$ cat src/rtl/idli_uart_tx_m.sv
// Debug/console UART transmitter: pairs execute-unit nibbles into bytes,
// buffers them in a small FIFO and sends them as 8N1 frames at BAUD_DIV clocks per bit.
//
// state   | meaning
// --------+---------------------------------------------------------------
// IDLE    | line high, waiting for a byte in the FIFO
// START   | start bit (line low) for BAUD_DIV cycles
// DATA    | eight data bits, LSB first, BAUD_DIV cycles each
// STOP    | stop bit (line high); chains straight into START if more data
module idli_uart_tx_m #(
    parameter int FIFO_DEPTH = 4,
    parameter int BAUD_DIV   = 16
) (
    input  logic       i_utx_gck,
    input  logic       i_utx_rst_n,
    input  logic [3:0] i_utx_data,
    input  logic       i_utx_vld,
    input  logic [1:0] i_utx_ctr,
    input  logic       i_utx_ovf_clr,
    output logic       o_utx_tx,
    output logic       o_utx_busy,
    output logic       o_utx_ovf
);

    localparam int AW          = (FIFO_DEPTH > 1) ? $clog2(FIFO_DEPTH) : 1;
    localparam int CW          = AW + 1;
    localparam int BW          = (BAUD_DIV > 1) ? $clog2(BAUD_DIV) : 1;
    localparam int BAUD_LAST_I = BAUD_DIV - 1;

    localparam logic [CW-1:0] FULL_CNT  = FIFO_DEPTH[CW-1:0];
    localparam logic [CW-1:0] CNT_ONE   = 1;
    localparam logic [AW-1:0] PTR_ONE   = 1;
    localparam logic [BW-1:0] BAUD_ONE  = 1;
    localparam logic [BW-1:0] BAUD_LAST = BAUD_LAST_I[BW-1:0];

    typedef enum logic [1:0] {
        ST_IDLE  = 2'd0,
        ST_START = 2'd1,
        ST_DATA  = 2'd2,
        ST_STOP  = 2'd3
    } state_t;

    // Only the nibble-position bit of the execute counter matters here.
    logic ctr_hi_unused;
    assign ctr_hi_unused = i_utx_ctr[1];

    logic [3:0] lo_q;
    logic       pend_q;
    logic       byte_vld;
    logic [7:0] byte_d;

    assign byte_vld = i_utx_vld & i_utx_ctr[0] & pend_q;
    assign byte_d   = {i_utx_data, lo_q};

    always_ff @(posedge i_utx_gck or negedge i_utx_rst_n) begin
        if (!i_utx_rst_n) begin
            lo_q   <= '0;
            pend_q <= 1'b0;
        end else if (i_utx_vld) begin
            if (!i_utx_ctr[0]) begin
                lo_q   <= i_utx_data;
                pend_q <= 1'b1;
            end else begin
                pend_q <= 1'b0;
            end
        end
    end

    logic [7:0]    mem_q [FIFO_DEPTH];
    logic [AW-1:0] wr_ptr_q;
    logic [AW-1:0] rd_ptr_q;
    logic [CW-1:0] cnt_q;
    logic          fifo_empty;
    logic          fifo_full;
    logic          push;
    logic          pop;
    logic          ovf_q;

    assign fifo_empty = (cnt_q == '0);
    assign fifo_full  = (cnt_q == FULL_CNT);
    // A pop in the same cycle frees the slot the incoming byte needs.
    assign push       = byte_vld & (~fifo_full | pop);

    always_ff @(posedge i_utx_gck) begin
        if (push) begin
            mem_q[wr_ptr_q] <= byte_d;
        end
    end

    always_ff @(posedge i_utx_gck or negedge i_utx_rst_n) begin
        if (!i_utx_rst_n) begin
            wr_ptr_q <= '0;
            rd_ptr_q <= '0;
            cnt_q    <= '0;
        end else begin
            if (push) begin
                wr_ptr_q <= wr_ptr_q + PTR_ONE;
            end
            if (pop) begin
                rd_ptr_q <= rd_ptr_q + PTR_ONE;
            end
            case ({push, pop})
                2'b10:   cnt_q <= cnt_q + CNT_ONE;
                2'b01:   cnt_q <= cnt_q - CNT_ONE;
                default: cnt_q <= cnt_q;
            endcase
        end
    end

    // A drop wins over a simultaneous clear so the event is never lost.
    always_ff @(posedge i_utx_gck or negedge i_utx_rst_n) begin
        if (!i_utx_rst_n) begin
            ovf_q <= 1'b0;
        end else if (byte_vld && !push) begin
            ovf_q <= 1'b1;
        end else if (i_utx_ovf_clr) begin
            ovf_q <= 1'b0;
        end
    end

    state_t        state_q;
    state_t        state_d;
    logic [BW-1:0] baud_q;
    logic [BW-1:0] baud_d;
    logic [2:0]    bit_q;
    logic [2:0]    bit_d;
    logic [7:0]    shift_q;
    logic [7:0]    shift_d;
    logic          tx_q;
    logic          tx_d;
    logic          baud_end;

    assign baud_end = (baud_q == BAUD_LAST);

    always_ff @(posedge i_utx_gck or negedge i_utx_rst_n) begin
        if (!i_utx_rst_n) begin
            state_q <= ST_IDLE;
            baud_q  <= '0;
            bit_q   <= '0;
            shift_q <= '0;
            tx_q    <= 1'b1;
        end else begin
            state_q <= state_d;
            baud_q  <= baud_d;
            bit_q   <= bit_d;
            shift_q <= shift_d;
            tx_q    <= tx_d;
        end
    end

    always_comb begin
        state_d = state_q;
        baud_d  = baud_q + BAUD_ONE;
        bit_d   = bit_q;
        shift_d = shift_q;
        tx_d    = tx_q;
        pop     = 1'b0;

        case (state_q)
            ST_IDLE: begin
                baud_d = '0;
                tx_d   = 1'b1;
                if (!fifo_empty) begin
                    pop     = 1'b1;
                    shift_d = mem_q[rd_ptr_q];
                    state_d = ST_START;
                    tx_d    = 1'b0;
                end
            end
            ST_START: begin
                if (baud_end) begin
                    baud_d  = '0;
                    bit_d   = '0;
                    state_d = ST_DATA;
                    tx_d    = shift_q[0];
                end
            end
            ST_DATA: begin
                if (baud_end) begin
                    baud_d = '0;
                    if (bit_q == 3'd7) begin
                        state_d = ST_STOP;
                        tx_d    = 1'b1;
                    end else begin
                        bit_d   = bit_q + 3'd1;
                        shift_d = {1'b0, shift_q[7:1]};
                        tx_d    = shift_q[1];
                    end
                end
            end
            ST_STOP: begin
                if (baud_end) begin
                    baud_d = '0;
                    if (!fifo_empty) begin
                        pop     = 1'b1;
                        shift_d = mem_q[rd_ptr_q];
                        state_d = ST_START;
                        tx_d    = 1'b0;
                    end else begin
                        state_d = ST_IDLE;
                        tx_d    = 1'b1;
                    end
                end
            end
            default: begin
                state_d = ST_IDLE;
                baud_d  = '0;
                tx_d    = 1'b1;
            end
        endcase
    end

    assign o_utx_tx   = tx_q;
    assign o_utx_busy = (state_q != ST_IDLE) || !fifo_empty;
    assign o_utx_ovf  = ovf_q;

endmodule

$ cat config.mk
export PLATFORM = sky130hd
export DESIGN_NAME = idli_uart_tx_m
export DESIGN_NICKNAME = d
export VERILOG_FILES = /design/src/rtl/idli_uart_tx_m.sv
export SDC_FILE = /design/constraint.sdc
export NUM_CORES = 1
export LEC_CHECK = 0
export CAP_MARGIN = 10
export CORE_MARGIN = 2
export CORE_UTILIZATION = 55
export CTS_BUF_LIST = sky130_fd_sc_hd__clkbuf_16
export DETAILED_ROUTE_END_ITERATION = 6
export PLACE_DENSITY = 0.73
export SETUP_SLACK_MARGIN = 0.2
export SLEW_MARGIN = 10
export SYNTH_ARGS = -nofsm -noshare
export SYNTH_HDL_FRONTEND = slang
export SYNTH_SLANG_ARGS = --single-unit
$ cat constraint.sdc
create_clock -name i_utx_gck -period 6.15 [get_ports i_utx_gck]
set_input_delay 0.9225 -clock i_utx_gck [delete_from_list [all_inputs] [get_ports i_utx_gck]]
set_output_delay 0.9225 -clock i_utx_gck [all_outputs]
set_load 0.05 [all_outputs]
-- Word-level counts from Yosys, hierarchy flattened
Memories as Yosys holds them, arrays and structs flattened.
Index checks and enable logic that the tools add are counted.
- register bits: 31
- RAM bits: 32
- input port bits: 10
- output and inout port bits: 3
- word-level logic and storage cells: 88
- memories: 1
- memory list (name ; words ; bits a word ; rd ports ; clocked after memory_dff ; write ports ; line ; source):
    mem_q ; 4 ; 8 ; 1 ; 0 ; 1 ; 69 ; logic [7:0] mem_q [FIFO_DEPTH];
- $add $sub $neg: 6
- equality and inequality tests: 14
- multiplexer cells: 33
- bitwise gates (word level): 6
- reduce and logical (&&, ||, !) cells: 17
- operators with widths (cell ; count):
    8-bit two-way mux ; 4
    8-bit one-hot mux with 3 select lines ; 1
    1-bit two-way mux ; 13
    2-bit != test, second input constant ; 6
    3-bit one-hot mux with 2 select lines ; 2
    2-bit two-way mux ; 5
    3-bit two-way mux ; 3
    2-bit one-hot mux with 4 select lines ; 1
    4-bit one-hot mux with 2 select lines ; 1
    4-bit AND reduction ; 2
    2-bit nonzero test ; 4
    3-bit by 1-bit adder with 3-bit output, second input constant ; 2
    2-bit == test, second input constant ; 3
    3-bit == test, second input constant ; 2
    5-bit AND reduction ; 1
    2-bit by 1-bit adder with 2-bit output, second input constant ; 2
    4-bit by 1-bit adder with 4-bit output, second input constant ; 1
    2-bit by 1-bit == test with 1-bit output, second input constant ; 2
    4-bit == test, second input constant ; 1
    4-bit two-way mux ; 1
    1-bit one-hot mux with 4 select lines ; 1
    1-bit AND ; 3
    3-bit zero test ; 1
    3-bit AND reduction ; 1
    other kinds (11) ; 13

-- Depth between registers and ports, before layout
Gate-level depths: netlist (run 1).
- depth in word-level cells: 9
- mapped depth: 9
- depth with buffers taken out: 9

-- Least setup slack after synthesis (run 1)
No wires, ideal clock.
- path type: flip-flop to flip-flop
- from: reg state_q[0]
- to: reg cnt_q[2]
- library setup time: 0.137 ns
- data arrival time: 2.058 ns
- required time: 6.013 ns
- path slack: 3.955 ns
- stages on the path, launching flop included: 9
- path buffers: 1
- clock period less this slack: 2.195 ns
- cell sequence: dfrtp_1 -> inv_1 -> ha_1 -> clkbuf_1 -> nor3_1 -> nand2_1 -> fa_1 -> o221ai_1 -> o211ai_1
- word-level cells in the longest chain between the ends: 6
- elaborated cells on any way between the ends: 9
- classes of those cells: eq/ne (3); mux (2); bitwise (2); reduce/logical (2)
- ends and longest elaborated chain (item ; line ; source):
    start: declaration ; 121 ; state_t state_q;
    start signal: assignment ; 143 ; state_q <= state_d;
    2-bit == test / 2-bit zero test (equally long branches) ; 159 ; case (state_q)
    1-bit one-hot mux with 2 select lines * ; 159 ;
    1-bit bitwise OR ; 82 ; assign push = byte_vld & (~fifo_full | pop);
    1-bit AND ; 82 ;
    2-bit by 1-bit == test with 1-bit output / 2-bit == test (equally long branches) ; 102 ; case ({push, pop})
    3-bit one-hot mux with 2 select lines / 2-bit nonzero test (equally long branches) ; n/a ;
    end signal: assignment ; 103 ; 2'b10: cnt_q <= cnt_q + CNT_ONE;
    end signal: assignment ; 104 ; 2'b01: cnt_q <= cnt_q - CNT_ONE;
    end signal: assignment ; 105 ; default: cnt_q <= cnt_q;
    end: declaration ; 72 ; logic [CW-1:0] cnt_q;
Mark *: on every way between the ends. The rest lies on a longest branch, timed or not.
A chain may end at the register's enable or synchronous reset.

-- Worst setup path after layout (run 1)
- from: reg state_q[0]
- to: out o_utx_busy
- word-level cells in the longest chain between the ends: 2
- ends and longest elaborated chain (item ; line ; source):
    2-bit nonzero test ; 214 ; assign o_utx_busy = (state_q != ST_IDLE) || !fifo_empty;
    1-bit logical OR ; 214 ;
    end: declaration ; 21 ; output logic o_utx_busy,
Every way passes these cells.

==> results of run 1 <==
==> power breakdown <==
part | leakage, nW | switching [mW] | total [mW] | internal (mW)
Clock | 0.159 | 0.175 | 0.523 | 0.348
Combinational | 0.481 | 0.0388 | 0.0687 | 0.0299
Sequential | 0.668 | 0.0163 | 0.487 | 0.470
==> routing by layer <==
layer / up-vias / track usage, % / routed length (um)
met5: - / 0 / 0
met4: 0 / 10.0 / 149
met3: 15 / 5.41 / 211
met2: 51 / 32.9 / 2720
met1: 863 / 24.6 / 2180
li1: 774 / - / -
==> cell usage in the layout, fill, tap and decap left out, types with 2 or more instances in the layout <==
cell type        instances
edfxtp_1                32
dfrtp_1                 30
mux2_2                  22
ha_1                    12
inv_1                   11
clkdlybuf4s50_1         11
clkbuf_16                9
nor2_1                   8
nand2_1                  8
mux4_2                   7
xnor2_1                  5
and2_1                   4
nor3_1                   3
nor2b_1                  3
o21ai_0                  3
o22ai_1                  3
a21o_1                   2
a31oi_1                  2
and3_1                   2
nand3b_1                 2
nand3_1                  2
a21oi_1                  2
nand4_1                  2
a21bo_2                  2
o31ai_1                  2
bufinv_16                2
==> cell families after synthesis <==
kind of cell	count (synthesis)	synth area share, %
adder cells (fa/ha/maj)	13	5.83
AO/OA/AOI/OAI	31	8.45
AND/OR/NAND/NOR	38	7.20
buffers and inverters	13	2.36
flip-flops	63	59.6
multiplexers	30	14.8
XOR/XNOR	6	1.80
==> sequential cells by signal, summed over array words and instances (netlist names) <==
name and cells:
shift_q 8, rd_ptr_q 2, state_q 2, wr_ptr_q 2, mem_q 32, lo_q 4, cnt_q 3, o_utx_ovf 1
o_utx_tx 1, bit_q 3, baud_q 4, pend_q 1
==> final timing paths <==
kind / start / to / slack (ns) / cells after the start
worst min-delay path: baud_q[0]$_DFF_PN0_ / baud_q[0]$_DFF_PN0_ / 0.49 / 1
worst min register to register: baud_q[0]$_DFF_PN0_ / baud_q[0]$_DFF_PN0_ / 0.49 / 1
worst max register to register: state_q[0]$_DFFE_PN0P_ / cnt_q[2]$_DFFE_PN0P_ / 3.69 / 7
max in group asynchronous: i_utx_rst_n / o_utx_tx$_DFFE_PN1P_ / 4.82 / 2
min in group asynchronous: i_utx_rst_n / shift_q[5]$_DFFE_PN0P_ / 1.00 / 2
worst max-delay path: state_q[0]$_DFFE_PN0P_ / o_utx_busy / 3.26 / 4
==> per-stage QoR <==
| stage | setup WS (ns) | power, mW | util [%] | area (um2) |
|---|---|---|---|---|
| 2_1_floorplan | 3.96 | 0.532 | - | 2920 |
| 3_3_place_gp | 3.46 | 0.550 | 60.4 | 3080 |
| 3_5_place_dp | 3.36 | 0.563 | 60.4 | 3080 |
| 4_1_cts | 3.25 | 1.08 | 66.4 | 3390 |
| 5_1_grt | 3.16 | 1.11 | 66.4 | 3390 |
| 6_report | 3.26 | 1.08 | 66.4 | 3390 |
==> area by class of cell <==
cell class / instances / area (um2) / share of cell area (%)
flip-flops and latches: 63 / 1740 / 51.3
multi-input cells: 118 / 1110 / 32.8
clock buffers: 9 / 225 / 6.64
repair buffers: 12 / 118 / 3.47
well taps: 70 / 87.6 / 2.58
clock inverters: 6 / 80.1 / 2.36
inverters: 8 / 30.0 / 0.886
==> results.yml, run 1 <==
sta:
  hold_viol: 0
  final-max-slew-violation-count: 0
  tightest_slew_ns: 0.596
  worst_clock_skew_ns: 0.00503
  setup_viol: 0
  rsz0062_at_grt: "no"
  finalSetupTns_ns: 0
  slew_headroom_pct: 60.3
  min_period_ns: 2.89
  period_share_pct: 47.0
  fmaxAchievable_mhz: 346
  holdWs_ns: 0.494
cts:
  worstSkewPairLatency_ns: 0.32
  clk_pin_slew_ns: 0.05
  cts_tree: "done"
  ctsHoldBuffers: 0
  postCtsResizedCells: 0
  clockBufferDepth: 2
  cts.sinks: 63
  cts_setup_buffers: 0
  cts-root-buf: "clkbuf_16"
  cts_buffers: 9
  htreeDepth: 3
place:
  place_inst: 271
  place_congestion: 0.819
  port_buffers: 11
  dpl.hpwl_um: 3530
yosys:
  synth-seq-area-share_pct: 59.6
  synth_top_area_cell: "edfxtp_1"
  netlist_instances: 194
  avgSynthCellArea_um2: 15.0
  yosys-top-cells-area: "edfxtp_1, dfrtp_1, mux2_2"
  synth_cell_types: 50
  yosysMostFrequentCell: "edfxtp_1"
  synth_nets: 217
  ys_async_sr_fraction_pct: 49.2
  synthFlopType: "edfxtp_1"
  synth_edf_count: 32
  synth_top_area_share_pct: 32.9
  yosys-top-cells-count: "edfxtp_1, dfrtp_1, mux2_2, ha_1"
  yosys_warnings: 0
  synth_seq_cells: 63
  synth_area_um2: 2920
global_routing:
  grt_pass1_wl_um: 8950
  grt_max_degree: 32
  grt_overflow: 0
  grt_usage_pct: 20.1
  antenna_found_initial: 0
  grt_pass1_vias: 1810
pwr:
  peakVddDrop_mv: 0.237
  p_leak_nw: 1.31
  power_density_nw_per_um2: 318
setup_path:
  cp_slowest_cell: "clkdlybuf4s50_1"
  path_max_fanout: 4
  crit_buf_inv: 2
  critPathRequiredTime_ns: 5.23
  max_stage_delay_ns: 0.80
  crit_family: "buffers and inverters"
  start_kind: "flop"
  crit_type: "reg2out"
  crit_arrival_ns: 1.97
  crit_chain: "inv_1 > ha_1 > nand2_1 > clkdlybuf4s50_1"
  critPathCaptureType: "output pin"
hold_path:
  hold_path.class: "reg2reg"
cells_and_area:
  nFillCells: 352
  syn2layout_area_growth_pct: 16.2
  instances_no_fill: 286
  drive_gt1_share_pct: 22.7
  antennaDiodeCount: 0
  final_nets: 235
routing:
  viasPerCell: 5.95
  num_vias: 1703
  drt_iter0_markers: 148
  first_pass_iters: 4
  drt-total-wl_um: 5270
  ant_nets: 0
  wire_per_inst_um: 18.4
  drc: 0
floorplanning:
  boundaryPins: 13
  initial_core_util_pct: 57.1
  die-area_um2: 5900
  fp.dieH_um: 76.8
  die_w_um: 76.8
  rows: 26
  fp.coreArea_um2: 5110
run_status:
  outcome: "completed"
job:
  drv_cap: 0
Power figures use the tool's default switching activity.
==> inputs of run 2 (changes only) <==
==> constraint.sdc (replaced) <==
create_clock -name i_utx_gck -period 2.9 [get_ports i_utx_gck]
set_input_delay 0.435 -clock i_utx_gck [delete_from_list [all_inputs] [get_ports i_utx_gck]]
set_output_delay 0.435 -clock i_utx_gck [all_outputs]
set_load 0.05 [all_outputs]
==> run 2 against run 1 <==
Effect of this change: final cell count up 0.35%; first-iteration DRC count down 14%; clock skew up 0.00063 ns; sequential share of layout area grew 0.23 points; power grew 100%; global-route usage is 0.45 points higher; utilization down 0.29 points; largest power group is now sequential cells; highest routed layer unchanged.
==> results.yml, run 2 (synthesized netlist as in run 1, its figures left out) <==
setup_path:
  max_stage_delay_ns: 0.48
  crit_arrival_ns: 2.73
  critPathCaptureType: "flop"
  critPathRequiredTime_ns: 3.12
  r2r_setup_slack_ns: 0.39
  path_max_fanout: 10
  r2r_end: "cnt_q[1]$_DFFE_PN0P_"
  endpoint: "cnt_q[1]$_DFFE_PN0P_"
  crit_chain: "inv_1 > ha_1 > nor3_1 > nand2_1 > fa_1 > o2bb2ai_1 > a211oi_1"
  cp_slowest_cell: "nor3_1"
  critPathLaunch: "state_q[0]$_DFFE_PN0P_"
  reg2reg_from: "state_q[0]$_DFFE_PN0P_"
  crit_type: "reg2reg"
  reg2reg_depth: 7
  start_kind: "flop"
place:
  place_congestion: 0.869
  port_buffers: 11
  dpl_cell_area_um2: 3080
  pre_cts_ws_ns: 0.453
  place_inst: 271
  dpl.hpwl_um: 3290
job:
  drv_cap: 0
cells_and_area:
  syn2layout_area_growth_pct: 15.7
  final_nets: 235
  final_util_pct: 66.1
  instances_no_fill: 287
  drive_gt1_share_pct: 24.0
  antennaDiodeCount: 0
  final_common_cell: "edfxtp_1"
  layout_common_cells: "edfxtp_1, dfrtp_1, mux2_2, ha_1, clkdlybuf4s50_1"
  reg_top3: "mem_q: 32 flops, shift_q: 8 flops"
  largest_register_ffs: 32
  top_register: "mem_q"
  final_area_um2: 3370
floorplanning:
  fp.coreArea_um2: 5110
  rows: 26
  boundaryPins: 13
  initial_core_util_pct: 57.1
  fp.dieH_um: 76.8
  die-area_um2: 5900
  die_w_um: 76.8
sta:
  hold_viol: 0
  fmaxAchievable_mhz: 398
  worst_clock_skew_ns: 0.00566
  period_share_pct: 86.6
  min_period_ns: 2.51
  slew_headroom_pct: 60.2
  finalSetupTns_ns: 0
  timing.final.ws_setup_ns: 0.388
  tightest_slew_ns: 0.597
  final-max-slew-violation-count: 0
  setup_viol: 0
  rsz0062_at_grt: "no"
  holdWs_ns: 0.502
cts:
  htreeDepth: 3
  cts_buffers: 9
  clockBufferDepth: 2
  cts.sinks: 63
  cts_tree: "done"
  worstSkewPairLatency_ns: 0.32
  cts-root-buf: "clkbuf_16"
  postCtsResizedCells: 0
  cts_setup_buffers: 0
  clk_pin_slew_ns: 0.05
  ctsHoldBuffers: 0
routing:
  wire_per_inst_um: 18.5
  viasPerCell: 5.84
  drt_iter0_markers: 128
  first_pass_iters: 4
  drt-total-wl_um: 5300
  ant_nets: 0
  drc: 0
  num_vias: 1676
global_routing:
  antenna_found_initial: 0
  grt_overflow: 0
  grt_usage_pct: 20.5
  grt_pass1_wl_um: 9020
  grt_max_degree: 32
  grt_pass1_vias: 1768
pwr:
  peakVddDrop_mv: 0.725
  p_leak_nw: 1.30
  power_mw: 2.20
  power_density_nw_per_um2: 652
hold_path:
  hold_path.class: "reg2reg"
run_status:
  outcome: "completed"
## run 2: cell type report
cell class                      instances  area (um2)
Sequential cell                        63        1740
Timing Repair Buffer                   12         118
Clock buffer                            9         225
Multi-Input combinational cell        118        1110
Clock inverter                          7        65.1
Tap cell                               70        87.6
Fill cell                             364        1730
Inverter                                8        30.0
## run 2: worst max-delay path: cells and delay by family, from the launching register on
kind                       cells  cell delay [ns]
buffers and inverters          1             0.12
adders and majority gates      2             0.91
AOI/OAI and AO/OA              2             0.38
DFF                            1             0.40
and+or+nand+nor                2             0.61
## run 2: worst min-delay path by stage
stage	start	to	slack [ns]	cells past startpoint
2_1_floorplan	i_utx_rst_n	baud_q[0]$_DFF_PN0_	0.14	0
3_3_place_gp	baud_q[0]$_DFF_PN0_	baud_q[0]$_DFF_PN0_	0.47	1
3_5_place_dp	baud_q[0]$_DFF_PN0_	baud_q[0]$_DFF_PN0_	0.49	1
4_1_cts	shift_q[4]$_DFFE_PN0P_	shift_q[4]$_DFFE_PN0P_	0.51	1
5_1_grt	shift_q[4]$_DFFE_PN0P_	shift_q[4]$_DFFE_PN0P_	0.52	1
6_report	bit_q[2]$_DFFE_PN0P_	bit_q[2]$_DFFE_PN0P_	0.50	1
## run 2: where the power goes
part | internal, mW | total [mW] | leakage, nW | switching [mW]
logic | 0.0606 | 0.137 | 0.481 | 0.0768
clock network | 0.657 | 1.03 | 0.146 | 0.375
registers | 0.998 | 1.03 | 0.668 | 0.0339
## run 2: metal layers
layer | vias to the layer above | global-route usage [%] | share of wire (%)
li1 | 779 | - | -
met1 | 852 | 24.3 | 43
met2 | 36 | 35.4 | 53
met3 | 9 | 5.76 | 2.7
met4 | 0 | 8.18 | 1.4
met5 | - | 0 | 0
==> inputs of run 3 (changes only) <==
--- a/config.mk
+++ b/config.mk
@@ -10,6 +10,7 @@
 export CORE_UTILIZATION = 55
 export CTS_BUF_LIST = sky130_fd_sc_hd__clkbuf_16
 export DETAILED_ROUTE_END_ITERATION = 6
+export GPL_ROUTABILITY_DRIVEN = 0
 export PLACE_DENSITY = 0.73
 export SETUP_SLACK_MARGIN = 0.2
 export SLEW_MARGIN = 10
==> results of run 3 <==
No change in the layout: final DEF, timing and power equal those of run 2.
